**src/rtl/fetch_sequencer.sv**
```systemverilog
// fetch_sequencer: sequences a 1-cycle-latency instruction memory into pc/pc+4 pairs for dual-issue decode.
// Define FETCH_SEQ_PERF_EN to add saturating perf_pairs/perf_redirects/perf_stall_cycles counters.
module fetch_sequencer #(
    parameter int unsigned IMEM_DEPTH = 256,
    parameter logic [31:0] RESET_PC   = 32'h0000_0000
) (
    input  logic                          clk,
    input  logic                          reset,
    input  logic                          stall,
    input  logic                          flush,
    input  logic                          branch_taken,
    input  logic [31:0]                   branch_target,
    output logic                          imem_rd_en,
    output logic [$clog2(IMEM_DEPTH)-1:0] imem_addr,
    input  logic [31:0]                   imem_rdata,
    output logic                          pair_valid,
    output logic [31:0]                   instr1,
    output logic [31:0]                   instr2,
    output logic [31:0]                   pc1,
    output logic [31:0]                   pc2
`ifdef FETCH_SEQ_PERF_EN
    ,
    output logic [31:0]                   perf_pairs,
    output logic [31:0]                   perf_redirects,
    output logic [31:0]                   perf_stall_cycles
`endif
);

    localparam int unsigned AW = $clog2(IMEM_DEPTH);

    typedef enum logic [1:0] {
        FETCH0 = 2'd0,
        FETCH1 = 2'd1,
        WAIT1  = 2'd2,
        VALID  = 2'd3
    } state_t;

    state_t         state_r;
    state_t         state_next_s;
    logic [31:0]    pc_r;
    logic [31:0]    pc2_r;
    logic [31:0]    pc_next_s;
    logic [31:0]    pc_plus4_s;
    logic [31:0]    addr_sel_s;
    logic           run_r;
    logic           redirect_s;
    logic           capture1_s;
    logic           capture2_s;
    logic [31:0]    instr1_r;
    logic [31:0]    instr2_r;
    logic           rd_en_r;
    logic [AW-1:0]  addr_r;
    logic           valid_r;

    // Redirect priority, then the normal fill/accept sequence.
    // run_r holds the FSM in FETCH0 for the release edge so the first read follows reset release.
    always_comb begin
        state_next_s = state_r;
        pc_next_s    = pc_r;
        redirect_s   = branch_taken | flush;
        if (branch_taken) begin
            pc_next_s    = branch_target & 32'hFFFF_FFFC;
            state_next_s = FETCH0;
        end else if (flush) begin
            state_next_s = FETCH0;
        end else begin
            case (state_r)
                FETCH0: begin
                    if (run_r) begin
                        state_next_s = FETCH1;
                    end else begin
                        state_next_s = FETCH0;
                    end
                end
                FETCH1: state_next_s = WAIT1;
                WAIT1:  state_next_s = VALID;
                VALID: begin
                    if (!stall) begin
                        pc_next_s    = pc_r + 32'd8;
                        state_next_s = FETCH0;
                    end else begin
                        state_next_s = VALID;
                    end
                end
                default: state_next_s = FETCH0;
            endcase
        end
        pc_plus4_s = pc_next_s + 32'd4;
        addr_sel_s = (state_next_s == FETCH1) ? pc_plus4_s : pc_next_s;
        capture1_s = (state_r == FETCH1) && !redirect_s;
        capture2_s = (state_r == WAIT1) && !redirect_s;
    end

    // State, program counter, captured pair and registered Moore outputs.
    always_ff @(posedge clk) begin
        if (!reset) begin
            state_r  <= FETCH0;
            pc_r     <= RESET_PC;
            pc2_r    <= RESET_PC + 32'd4;
            run_r    <= 1'b0;
            instr1_r <= 32'h0000_0000;
            instr2_r <= 32'h0000_0000;
            rd_en_r  <= 1'b0;
            addr_r   <= {AW{1'b0}};
            valid_r  <= 1'b0;
        end else begin
            state_r  <= state_next_s;
            pc_r     <= pc_next_s;
            pc2_r    <= pc_plus4_s;
            run_r    <= 1'b1;
            rd_en_r  <= (state_next_s == FETCH0) || (state_next_s == FETCH1);
            addr_r   <= AW'(addr_sel_s >> 5'd2);
            valid_r  <= (state_next_s == VALID);
            if (capture1_s) begin
                instr1_r <= imem_rdata;
            end
            if (capture2_s) begin
                instr2_r <= imem_rdata;
            end
        end
    end

    assign imem_rd_en = rd_en_r;
    assign imem_addr  = addr_r;
    assign pair_valid = valid_r;
    assign instr1     = instr1_r;
    assign instr2     = instr2_r;
    assign pc1        = pc_r;
    assign pc2        = pc2_r;

`ifdef FETCH_SEQ_PERF_EN
    logic [31:0] perf_pairs_r;
    logic [31:0] perf_redirects_r;
    logic [31:0] perf_stall_cycles_r;

    function automatic logic [31:0] sat_inc(input logic [31:0] value);
        if (value == 32'hFFFF_FFFF) begin
            sat_inc = value;
        end else begin
            sat_inc = value + 32'd1;
        end
    endfunction

    // Saturating event counters; a pair shown during a redirect is neither accepted nor stalled.
    always_ff @(posedge clk) begin
        if (!reset) begin
            perf_pairs_r        <= 32'h0000_0000;
            perf_redirects_r    <= 32'h0000_0000;
            perf_stall_cycles_r <= 32'h0000_0000;
        end else begin
            if (redirect_s) begin
                perf_redirects_r <= sat_inc(perf_redirects_r);
            end
            if ((state_r == VALID) && !redirect_s && !stall) begin
                perf_pairs_r <= sat_inc(perf_pairs_r);
            end
            if ((state_r == VALID) && !redirect_s && stall) begin
                perf_stall_cycles_r <= sat_inc(perf_stall_cycles_r);
            end
        end
    end

    assign perf_pairs        = perf_pairs_r;
    assign perf_redirects    = perf_redirects_r;
    assign perf_stall_cycles = perf_stall_cycles_r;
`endif

endmodule

```
**config.mk**
```make
export PLATFORM = sky130hd
export DESIGN_NAME = fetch_sequencer
export DESIGN_NICKNAME = d
export VERILOG_FILES = /design/src/rtl/fetch_sequencer.sv
export SDC_FILE = /design/constraint.sdc
export NUM_CORES = 1
export LEC_CHECK = 0
export CAP_MARGIN = 30
export CORE_MARGIN = 5
export CORE_UTILIZATION = 46
export DETAILED_ROUTE_END_ITERATION = 16
export GPL_TIMING_DRIVEN = 0
export PLACE_DENSITY = 0.81
export SYNTH_ARGS = -nofsm -noshare
export SYNTH_HDL_FRONTEND = slang
export SYNTH_SLANG_ARGS = --single-unit
```
**constraint.sdc**
```tcl
create_clock -name clk -period 6.1 [get_ports clk]
set_clock_uncertainty 0.2 [all_clocks]
set_input_delay 0.915 -clock clk [delete_from_list [all_inputs] [get_ports clk]]
set_output_delay 0.915 -clock clk [all_outputs]
set_load 0.02 [all_outputs]
```
==> out/qor.txt, run 1 <==
status: complete, no violations
worst rel slew slack: 0.454
RSZ-0062 raised after global routing: no
max-slew violations: 0
full die area: 15,400 µm²
final hold violations: 0
cts hold-fix bufs: 0
Post-DP HPWL: 14.3 mm
post-synthesis mux area share: 0.0266
drt total wl: 19.4 mm
worst hold path class: reg -> reg
Clk Latency, worst-skew pair: 0.42 ns
vias in the first global route: 5,869
slowest stage delay, CP: 0.49 ns
largest net degree at the start of global routing: 17
Startpoint Class: input pin
Yosys Warn Count: 0
WS Path Type: in -> reg
routed via count: 6,023
most used flip-flop cell after synthesis: dfxtp_1
Crit. End Element: flip-flop
1st-iter DRT viols: 500
final antenna-violating net count: 0
WP data required: 6.21 ns
Core Region: 12,700 µm²
FP Rows: 41
drt via density: 5.34
diodes inserted: 0
crit path cell chain: clkbuf_1, clkbuf_1, buf_2, clkbuf_2, buf_1, a21oi_1, inv_1, ha_1, nand2_1, o31ai_2, nor4b_2, buf_2, nand4bb_1, nor3b_1, mux2_1
CP max-delay cell: nor4b_2
final period utilization: 0.903
antenna violations before repair: 0
Post-Synthesis Cells: 723
H-tree depth: 4
CP max FO: 19
depth of the worst register-to-register path: 11
gr ovfl total: 0
EDFF count, synth: 0
final setup fails: 0
Wirelength per Cell: 17.2 µm
NumNets Final: 1,015
CTS tree: built
Yosys reg bits: 137
Die W: 124 µm
Seq/Total Area, Yosys: 0.459
post-route worst setup slack: 0.593 ns
post-placement cell area: 8200 µm²
final RePlAce weighted congestion: 0.931
Die H: 124 µm
Pleak: 0.00308 µW
I/O pin total: 207
Compound-Gate Fraction of Synth Area: 0.129
Initial Util: 0.472
Syn Area/Cell: 8.27 µm²
number of post-CTS setup repair buffers: 0
DRC violations left: 0
Fillers: 1,011
hold path depth: 2
area grow syn2layout: 47.4%
post-synthesis cell area: 5980 µm²
Least-Margin Pin Slew: 0.819 ns
FMAX: 182 MHz
Synth Area in XOR/XNOR: 0.0557
GRT Util Overall: 0.250
minimum clock period after layout: 5.51 ns
PwrDens: 261 nW/µm²
cell area after layout: 8810 µm²
layout cell share with drive strength beyond 1: 0.0628
Clock Tree Buf Depth: 2
DR pass1 iterations: 5
IO buf count: 199
Place WS: -0.604 ns
VDD IR max: 166 µV
first-pass GRT wire length: 29.8 mm
clock buffer count from CTS: 17
Post-Synth Adder-Cell Area: 0.00418
largest family of logic cells by synthesized area: simple AND/OR/NAND/NOR gates
CTS Root Cell: clkbuf_16
clock net sink count: 137
Clock Pin Slew Worst Setup and Hold Paths: 0.06 ns
Distinct cells, synth: 66
worst endpoint data arrival time: 5.61 ns
Post-synth ARST share: 0
Post-Synth Simple-Gate Area: 0.281
Max Cap Viol: 0
[critical path, delay by kind of cell]
family | cells | cell delay (ns)
adder cells (fa/ha/maj) | 1 | 0.22
multiplexers | 1 | 0.34
AO/OA/AOI/OAI | 2 | 0.65
buffers and inverters | 7 | 2.34
AND/OR/NAND/NOR | 4 | 1.13
[cells by family after synthesis]
kind of cell | count (synthesis)
simple gates | 342
flops | 137
compound gates | 128
buf+inv | 60
xor+xnor | 38
mux | 15
fa+ha+maj | 2
other cells | 1
[per-stage QoR]
step | TNS (ns) | total power, µW | utilization | instances | hold slack, ns
finish | 0 | 2300 | 0.696 | 1127 | 0.252
global route | 0 | 2380 | 0.696 | 1127 | 0.265
CTS | 0 | 2310 | 0.695 | 1128 | 0.254
detailed placement | -2.56 | 1260 | 0.647 | 1098 | 0.246
global placement | -5.23 | 1260 | 0.647 | 1097 | 0.240
floorplan | 0 | 1110 | - | 726 | 0.255
[power breakdown]
group | internal [µW] | total (µW) | switching [µW]
sequential | 928 | 953 | 24.9
clock | 662 | 1050 | 389
combinational | 139 | 293 | 154
total | 1730 | 2300 | 567
[layout by cell type, fill, tap and decap left out, drive strengths merged, types with 11 or more instances in the layout]
| cell | count |
|---|---|
| clkdlybuf4s50 | 199 |
| nand2 | 160 |
| dfxtp | 137 |
| a21oi | 72 |
| nor2 | 63 |
| clkbuf | 51 |
| xnor2 | 24 |
| and2 | 17 |
| nand3 | 17 |
| buf | 17 |
| o21ai | 16 |
| xor2 | 14 |
| nor3 | 13 |
| nor4 | 13 |
| inv | 13 |
| nand4 | 11 |
[cell usage after synthesis, types with 2 or more instances]
| library cell | n | share of area |
|---|---|---|
| o31a_1 | 9 | 0.013 |
| and4_1 | 2 | 0.0029 |
| xor2_1 | 14 | 0.021 |
| and2_1 | 17 | 0.018 |
| nand4_1 | 11 | 0.012 |
| a21oi_1 | 72 | 0.060 |
| a31oi_1 | 3 | 0.0031 |
| nand3_2 | 2 | 0.0033 |
| o21ai_1 | 2 | 0.0017 |
| nor2_1 | 63 | 0.040 |
| a21o_1 | 2 | 0.0025 |
| mux2_1 | 7 | 0.013 |
| clkbuf_1 | 31 | 0.019 |
| nand2_1 | 160 | 0.10 |
| mux2i_1 | 8 | 0.013 |
| o31ai_1 | 9 | 0.011 |
| nor3b_1 | 4 | 0.0050 |
| nand2b_1 | 8 | 0.0084 |
| nand3b_1 | 2 | 0.0025 |
| o21a_1 | 3 | 0.0038 |
| or3_1 | 4 | 0.0042 |
| buf_6 | 2 | 0.0038 |
| o211ai_1 | 2 | 0.0025 |
| xnor2_1 | 24 | 0.035 |
| buf_2 | 5 | 0.0042 |
| o41a_1 | 2 | 0.0038 |
| o21ai_0 | 14 | 0.012 |
| dfxtp_1 | 137 | 0.46 |
| inv_1 | 11 | 0.0069 |
| a22oi_1 | 2 | 0.0025 |
| buf_4 | 4 | 0.0050 |
| nand3_1 | 15 | 0.013 |
| or4_1 | 4 | 0.0050 |
| nor3_1 | 13 | 0.011 |
| nor2b_1 | 6 | 0.0063 |
| buf_1 | 6 | 0.0038 |
| nor4_1 | 12 | 0.013 |
| ha_1 | 2 | 0.0042 |
| and3_1 | 2 | 0.0021 |
[metal layers]
| layer | vias up | track usage | part of all wire |
|---|---|---|---|
| li1 | 2907 | - | - |
| met1 | 2801 | 0.308 | 0.41 |
| met2 | 265 | 0.399 | 0.47 |
| met3 | 50 | 0.0763 | 0.086 |
| met4 | 0 | 0.121 | 0.033 |
| met5 | - | 0 | 0 |
[worst paths after layout]
kind	startpoint	end	slack [ns]
worst min-delay path	instr2[27]	instr2[27]	0.25
worst max register to register	pc1[5]	pc2[31]	1.95
worst max-delay path	branch_taken	pc2[28]	0.59
worst min register to register	instr2[27]	instr2[27]	0.25
[flip-flops by register name, summed over array words and instances, names as in the netlist]
register,cells
imem_rd_en,1
imem_addr,8
pc1,30
instr1,32
instr2,32
state_r,2
pair_valid,1
run_r,1
pc2,30
[cell type report]
type	count	area, µm²	area share
flip-flops and latches	137	2740	0.311
clock buffers	20	457	0.0518
clock inverters	10	145	0.0165
inverters	12	45.0	0.00511
well taps	172	215	0.0244
multi-input cells	529	3000	0.340
repair buffers	200	2000	0.227
plain buffers	47	214	0.0243
[timing repair]
action / 4_1_cts / 5_1_grt
setup endpoints to repair: 4 / 4
gates resized for setup: 2 / 1
hold endpoints to repair: 0 / 0
Note: power is estimated with default switching activity, not from simulation.
==> run 2: changes to the inputs <==
Settings changed: CAP_MARGIN 30 to 20.
==> results of run 2 <==
No change in the layout: final DEF, timing and power equal those of run 1.
